## src/rtl/counter_ctrl_pkg.sv

```systemverilog
// Shared opcode and FSM state types for the counter command scheduler.
package counter_ctrl_pkg;

  typedef enum logic [1:0] {
    OP_LOAD  = 2'b00,
    OP_UP    = 2'b01,
    OP_DOWN  = 2'b10,
    OP_CLEAR = 2'b11
  } op_e;

  typedef enum logic [1:0] {
    IDLE,
    LOAD,
    RUN,
    DONE
  } state_e;

endpackage

```

## src/rtl/rr_arbiter.sv

```systemverilog
// Combinational round-robin arbiter: first active request at or after ptr wins.
module rr_arbiter #(
  parameter int unsigned N = 3
) (
  input  logic [N-1:0]         req,
  input  logic [$clog2(N)-1:0] ptr,
  output logic [N-1:0]         gnt
);

  localparam int unsigned PW = $clog2(N);

  logic [PW-1:0] idx;
  logic          found;

  // Walk the requesters starting at ptr, wrapping modulo N; take the first hit.
  always_comb begin
    gnt   = '0;
    found = 1'b0;
    idx   = '0;
    for (int k = 0; k < int'(N); k++) begin
      idx = PW'((int'(ptr) + k) % int'(N));
      if (!found && req[idx]) begin
        gnt[idx] = 1'b1;
        found    = 1'b1;
      end
    end
  end

endmodule

```

## src/rtl/counter_cmd_scheduler.sv

```systemverilog
// Arbitrates requesters onto one shared up/down counter and sequences its controls.
module counter_cmd_scheduler
  import counter_ctrl_pkg::*;
#(
  parameter int unsigned WIDTH = 4,
  parameter int unsigned NREQ  = 3
) (
  input  logic                  clk,
  input  logic                  rst_n,
  input  logic [NREQ-1:0]       req,
  input  logic [2*NREQ-1:0]     req_op,
  input  logic [WIDTH*NREQ-1:0] req_arg,
  output logic [NREQ-1:0]       grant,
  output logic                  busy,
  output logic                  done,
  output logic                  hit,
  output logic [WIDTH-1:0]      steps,
  output logic                  cnt_rst_n,
  output logic                  cnt_load_n,
  output logic                  cnt_up_down,
  output logic                  cnt_ce,
  output logic [WIDTH-1:0]      cnt_data_load,
  input  logic [WIDTH-1:0]      cnt_count_out,
  input  logic                  cnt_max_count,
  input  logic                  cnt_zero
);

  localparam int unsigned PW = $clog2(NREQ);

  state_e           state_q, state_d;
  logic [PW-1:0]    ptr_q;
  logic [PW-1:0]    win_q;
  op_e              op_q;
  logic [WIDTH-1:0] arg_q;
  logic [WIDTH-1:0] rem_q;

  logic [NREQ-1:0]  win_oh;
  logic [PW-1:0]    win_idx;
  op_e              win_op;
  logic [WIDTH-1:0] win_arg;
  logic             accept;
  logic             bnd;
  logic             run_step;

  // Boundary decisions use live flags only; the count value itself is not needed.
  logic unused_count;
  assign unused_count = ^cnt_count_out;

  assign cnt_rst_n = rst_n;
  assign busy      = (state_q != IDLE);
  assign done      = (state_q == DONE);
  assign accept    = (state_q == IDLE) && (|req);

  rr_arbiter #(.N(NREQ)) u_arb (
    .req (req),
    .ptr (ptr_q),
    .gnt (win_oh)
  );

  // Decode the winner's index, opcode and argument from the one-hot grant.
  always_comb begin
    win_idx = '0;
    win_op  = OP_LOAD;
    win_arg = '0;
    for (int i = 0; i < int'(NREQ); i++) begin
      if (win_oh[i]) begin
        win_idx = PW'(i);
        win_op  = op_e'(req_op[2*i +: 2]);
        win_arg = req_arg[WIDTH*i +: WIDTH];
      end
    end
  end

  // FSM state register.
  always_ff @(posedge clk or negedge rst_n) begin
    if (!rst_n) state_q <= IDLE;
    else        state_q <= state_d;
  end

  // Next state and counter control decode; ce in RUN reacts to live flags.
  always_comb begin
    state_d       = state_q;
    cnt_load_n    = 1'b1;
    cnt_ce        = 1'b0;
    cnt_up_down   = 1'b0;
    cnt_data_load = '0;
    run_step      = 1'b0;
    bnd           = (op_q == OP_UP) ? cnt_max_count : cnt_zero;
    case (state_q)
      IDLE: begin
        if (|req) state_d = (win_op == OP_UP || win_op == OP_DOWN) ? RUN : LOAD;
      end
      LOAD: begin
        cnt_load_n    = 1'b0;
        cnt_ce        = 1'b1;
        cnt_data_load = (op_q == OP_LOAD) ? arg_q : '0;
        state_d       = DONE;
      end
      RUN: begin
        cnt_up_down = (op_q == OP_UP);
        if (rem_q == '0 || bnd) begin
          state_d = DONE;
        end else begin
          cnt_ce   = 1'b1;
          run_step = 1'b1;
        end
      end
      DONE:    state_d = IDLE;
      default: state_d = IDLE;
    endcase
  end

  // Command latch, step bookkeeping, grant and round-robin pointer.
  always_ff @(posedge clk or negedge rst_n) begin
    if (!rst_n) begin
      ptr_q <= '0;
      win_q <= '0;
      grant <= '0;
      op_q  <= OP_LOAD;
      arg_q <= '0;
      rem_q <= '0;
      steps <= '0;
      hit   <= 1'b0;
    end else begin
      if (accept) begin
        grant <= win_oh;
        win_q <= win_idx;
        op_q  <= win_op;
        arg_q <= win_arg;
        rem_q <= win_arg;
        steps <= '0;
        hit   <= 1'b0;
      end
      if (state_q == RUN) begin
        if (run_step) begin
          rem_q <= rem_q - WIDTH'(1);
          steps <= steps + WIDTH'(1);
        end else if (rem_q != '0) begin
          hit <= 1'b1;
        end
      end
      if (state_q == DONE) begin
        grant <= '0;
        ptr_q <= (win_q == PW'(NREQ - 1)) ? '0 : win_q + PW'(1);
      end
    end
  end

endmodule

```

## config.mk

```make
export PLATFORM = sky130hd
export DESIGN_NAME = counter_cmd_scheduler
export DESIGN_NICKNAME = d
export VERILOG_FILES = /design/src/rtl/counter_ctrl_pkg.sv /design/src/rtl/rr_arbiter.sv /design/src/rtl/counter_cmd_scheduler.sv
export SDC_FILE = /design/constraint.sdc
export NUM_CORES = 1
export LEC_CHECK = 0
export BUFFER_PORTS_ARGS = -buffer_cell sky130_fd_sc_hd__buf_2
export CORE_MARGIN = 10
export CORE_UTILIZATION = 35
export DETAILED_ROUTE_END_ITERATION = 16
export HOLD_SLACK_MARGIN = 0.02
export PLACE_DENSITY_LB_ADDON = 0.3
export SKIP_CTS_REPAIR_TIMING = 1
export SLEW_MARGIN = 15
export SYNTH_ARGS = -nofsm -noshare
export SYNTH_HDL_FRONTEND = slang
export SYNTH_SLANG_ARGS = --single-unit
```

## constraint.sdc

```tcl
create_clock -name clk -period 6.8 [get_ports clk]
set_clock_uncertainty 0.15 [all_clocks]
set_input_delay 0.68 -clock clk [delete_from_list [all_inputs] [get_ports clk]]
set_output_delay 0.68 -clock clk [all_outputs]
set_load 0.02 [all_outputs]
```

==> summary.md <==
| Metric | Value |
|---|---|
| Status | `finished clean` |
| Unique masters post-synth | `39` |
| Worst-margin pin slew | `around 1.1 ns` |
| Most area-consuming cells after synthesis | `dfrtp_1, ha_1, nand2_1, o21ai_0, nor2_1` |
| Io pins | `47` |
| Unrepaired setup endpoints after global routing | `no` |
| Leakage dissipation | `between 0.9 and 1 nW` |
| Post-synth top area cell | `dfrtp_1` |
| Clock Latency Late Sink | `roughly 0.27 ns` |
| CP startpoint kind | `flip-flop` |
| Pwr Density | `about 500 nW/um2` |
| CP Max Fanout | `16` |
| Hpwl dp | `3.28 mm` |
| Vias in the first global route | `approximately 1600` |
| First-pass GRT wire length | `between 7 and 8 mm` |
| Number of H-tree levels | `1` |
| Vias | `1441` |
| Fillers | `approximately 460` |
| Syn Std Cell Area | `1620 um2` |
| ANT cells | `0` |
| Via density | `between 5 and 6` |
| RePlAce Congestion | `slightly above 0.8` |
| Prevailing post-synth register cell | `dfrtp_1` |
| Fmax achieved | `321 MHz` |
| Die Ht | `about 88 um` |
| Worst EP required | `5.97 ns` |
| Critical path class | `flip-flop to primary output` |
| Hold Crit Class | `input pin to async pin` |
| Drt total wl | `roughly 4.2 mm` |
| Relative slew margins | `0.283` |
| Asr flop ratio synth | `1.00` |
| Fin Hold WS | `0.241 ns` |
| Routed length per instance | `roughly 15 um` |
| Post-synth top cells | `nand2_1, dfrtp_1, o21ai_0, nor2_1, inv_1` |
| Max Cap Viol | `0` |
| Synth top area share | `0.370` |
| Layout cells sized above 1 | `0.236` |
| # DRC | `0` |
| Final number of max-transition violations | `0` |
| CTS clk-pin slew, worst paths | `around 0.080 ns` |
| Largest net degree at the start of global routing | `26` |
| Final Cell Area | `about 1900 um2` |
| TritonCTS clock tree | `done` |
| Die area | `between 7000 and 8000 um2` |
| Worst path cell trace | `inv_1 -> ha_1 -> nand2b_1 -> o211ai_1 -> a21oi_1 -> buf_2` |
| Starting Density | `0.367` |
| Die Span X | `between 80 and 90 um` |
| DP Area | `approximately 1900 um2` |
| Reg-to-Reg Start | `ptr_q[1]` |
| Row cnt | `24` |
| Peak supply drop | `0.207 mV` |
| Clk sinks | `24` |
| CP peak stage delay | `roughly 0.86 ns` |
| Antenna violations before repair | `0` |
| #FFs+latches synth | `24` |
| Synthesized area per cell | `a little under 9 um2` |
| Synth Net Count | `225` |
| Post-route antenna net violation count | `0` |
| Syn. warnings | `0` |
| CP arrival | `between 2 and 2.5 ns` |
| Drt initial violations | `35` |
| Layout area overhead | `17.0%` |
| CORE AREA | `between 4000 and 5000 um2` |
| Final hold vios | `0` |
| Crit path launch | `rem_q[0]` |
| CP Capture Type | `primary output` |
| TritonCTS buffer count | `3` |
| Min cycle time layout | `approximately 3.1 ns` |
| Maximum clock insertion buffer count | `2` |
| I/O Buffers | `42` |
| Final worst path period share | `0.458` |
| Post-synth EDFFs | `0` |
| Setup violators final | `0` |
| Global route overflow | `0` |
| Most common cell in the netlist | `nand2_1` |
| Root buf cell | `clkbuf_8` |
| Final Net Count | `about 270` |
| Sequential share of the synthesized area | `0.370` |
| Pre-antenna DRT Iters | `4` |
| Setup TNS | `0 ns` |
| Slowest cell on the critical path | `o211ai_1` |
| Gr usage total | `0.114` |
| Post-Synthesis Cells | `approximately 190` |
## state kept, by name, indices dropped and copies added, names as in the netlist
register,count
ptr_q,2
win_q,2
op_q,2
steps,4
rem_q,4
grant,3
hit,1
state_q,2
arg_q,4
## cell type report
cell class | instances | area (um2) | area share
tap | 52 | 65.1 | 0.0343
multi-input combinational | 143 | 931 | 0.491
inverter | 13 | 48.8 | 0.0257
sequential | 24 | 601 | 0.317
timing repair buffer | 42 | 210 | 0.111
clock buffer | 3 | 41.3 | 0.0218
## worst max-delay path, delay by kind of cell, from the launching register on
family / cells / cell delay [ns]
compound gates: 2 / 1.05
flops: 1 / 0.42
fa+ha+maj: 1 / 0.15
simple gates: 1 / 0.10
buf+inv: 2 / 0.28
## metal layers
| layer | global-route usage | wire length, um |
|---|---|---|
| met4 | 0.0143 | 11 |
| met3 | 0.0436 | 355 |
| met2 | 0.187 | 1860 |
| met1 | 0.143 | 1940 |
| met5 | 0 | 0 |
## path summary, 6_finish.rpt
kind                               to  slack (ns)  depth (start not counted)
max                            cnt_ce        3.69                          6
min                           op_q[0]        0.24                          1
max reg2reg                state_q[1]        3.93                          9
min reg2reg                  arg_q[1]        0.32                          1
max in group asynchronous  state_q[1]        5.89                          1
min in group clk             arg_q[1]        0.32                          1
## where the power goes
| group | leakage (nW) | internal [mW] | switching (mW) |
|---|---|---|---|
| logic | 0.644 | 0.234 | 0.382 |
| registers | 0.310 | 0.203 | 0.0422 |
| clock network | 0.0216 | 0.0397 | 0.0450 |
## cell usage in the layout, fill, tap and decap left out, types with 2 or more instances in the layout
master / synthesis / layout
clkbuf_8: 0 / 3
and2_1: 5 / 5
a221oi_2: 2 / 2
nor3_1: 6 / 6
xor2_1: 2 / 2
o21ai_1: 2 / 2
ha_1: 10 / 10
o22ai_1: 2 / 2
nand2b_1: 4 / 4
nand3_1: 6 / 6
o211a_1: 2 / 2
dfrtp_1: 24 / 24
mux2i_1: 5 / 5
nor2b_1: 4 / 4
inv_1: 13 / 13
o211ai_1: 5 / 5
buf_2: 0 / 42
a21oi_1: 6 / 6
a22oi_1: 3 / 3
a21o_1: 3 / 3
nor2_1: 14 / 14
nand2_1: 28 / 28
o21ai_0: 19 / 19
## kinds of logic after synthesis
logic type / after synthesis / synth area share
flip-flops: 24 / 0.370
AND/OR/NAND/NOR: 71 / 0.204
buffers and inverters: 19 / 0.0556
XOR/XNOR: 2 / 0.0108
multiplexers: 6 / 0.0401
adder cells (fa/ha/maj): 10 / 0.0772
AO/OA/AOI/OAI: 54 / 0.242
## through the flow
step,setup slack [ns],utilization,power (mW),cells
after floorplan,4.29,-,0.723,186
after global placement,3.97,0.420,0.854,274
after detailed placement,3.93,0.420,0.867,274
after CTS,3.71,0.430,0.954,277
after global routing,3.40,0.430,1.05,277
final,3.69,0.430,0.945,277
Note: power is estimated with default switching activity, not from simulation.
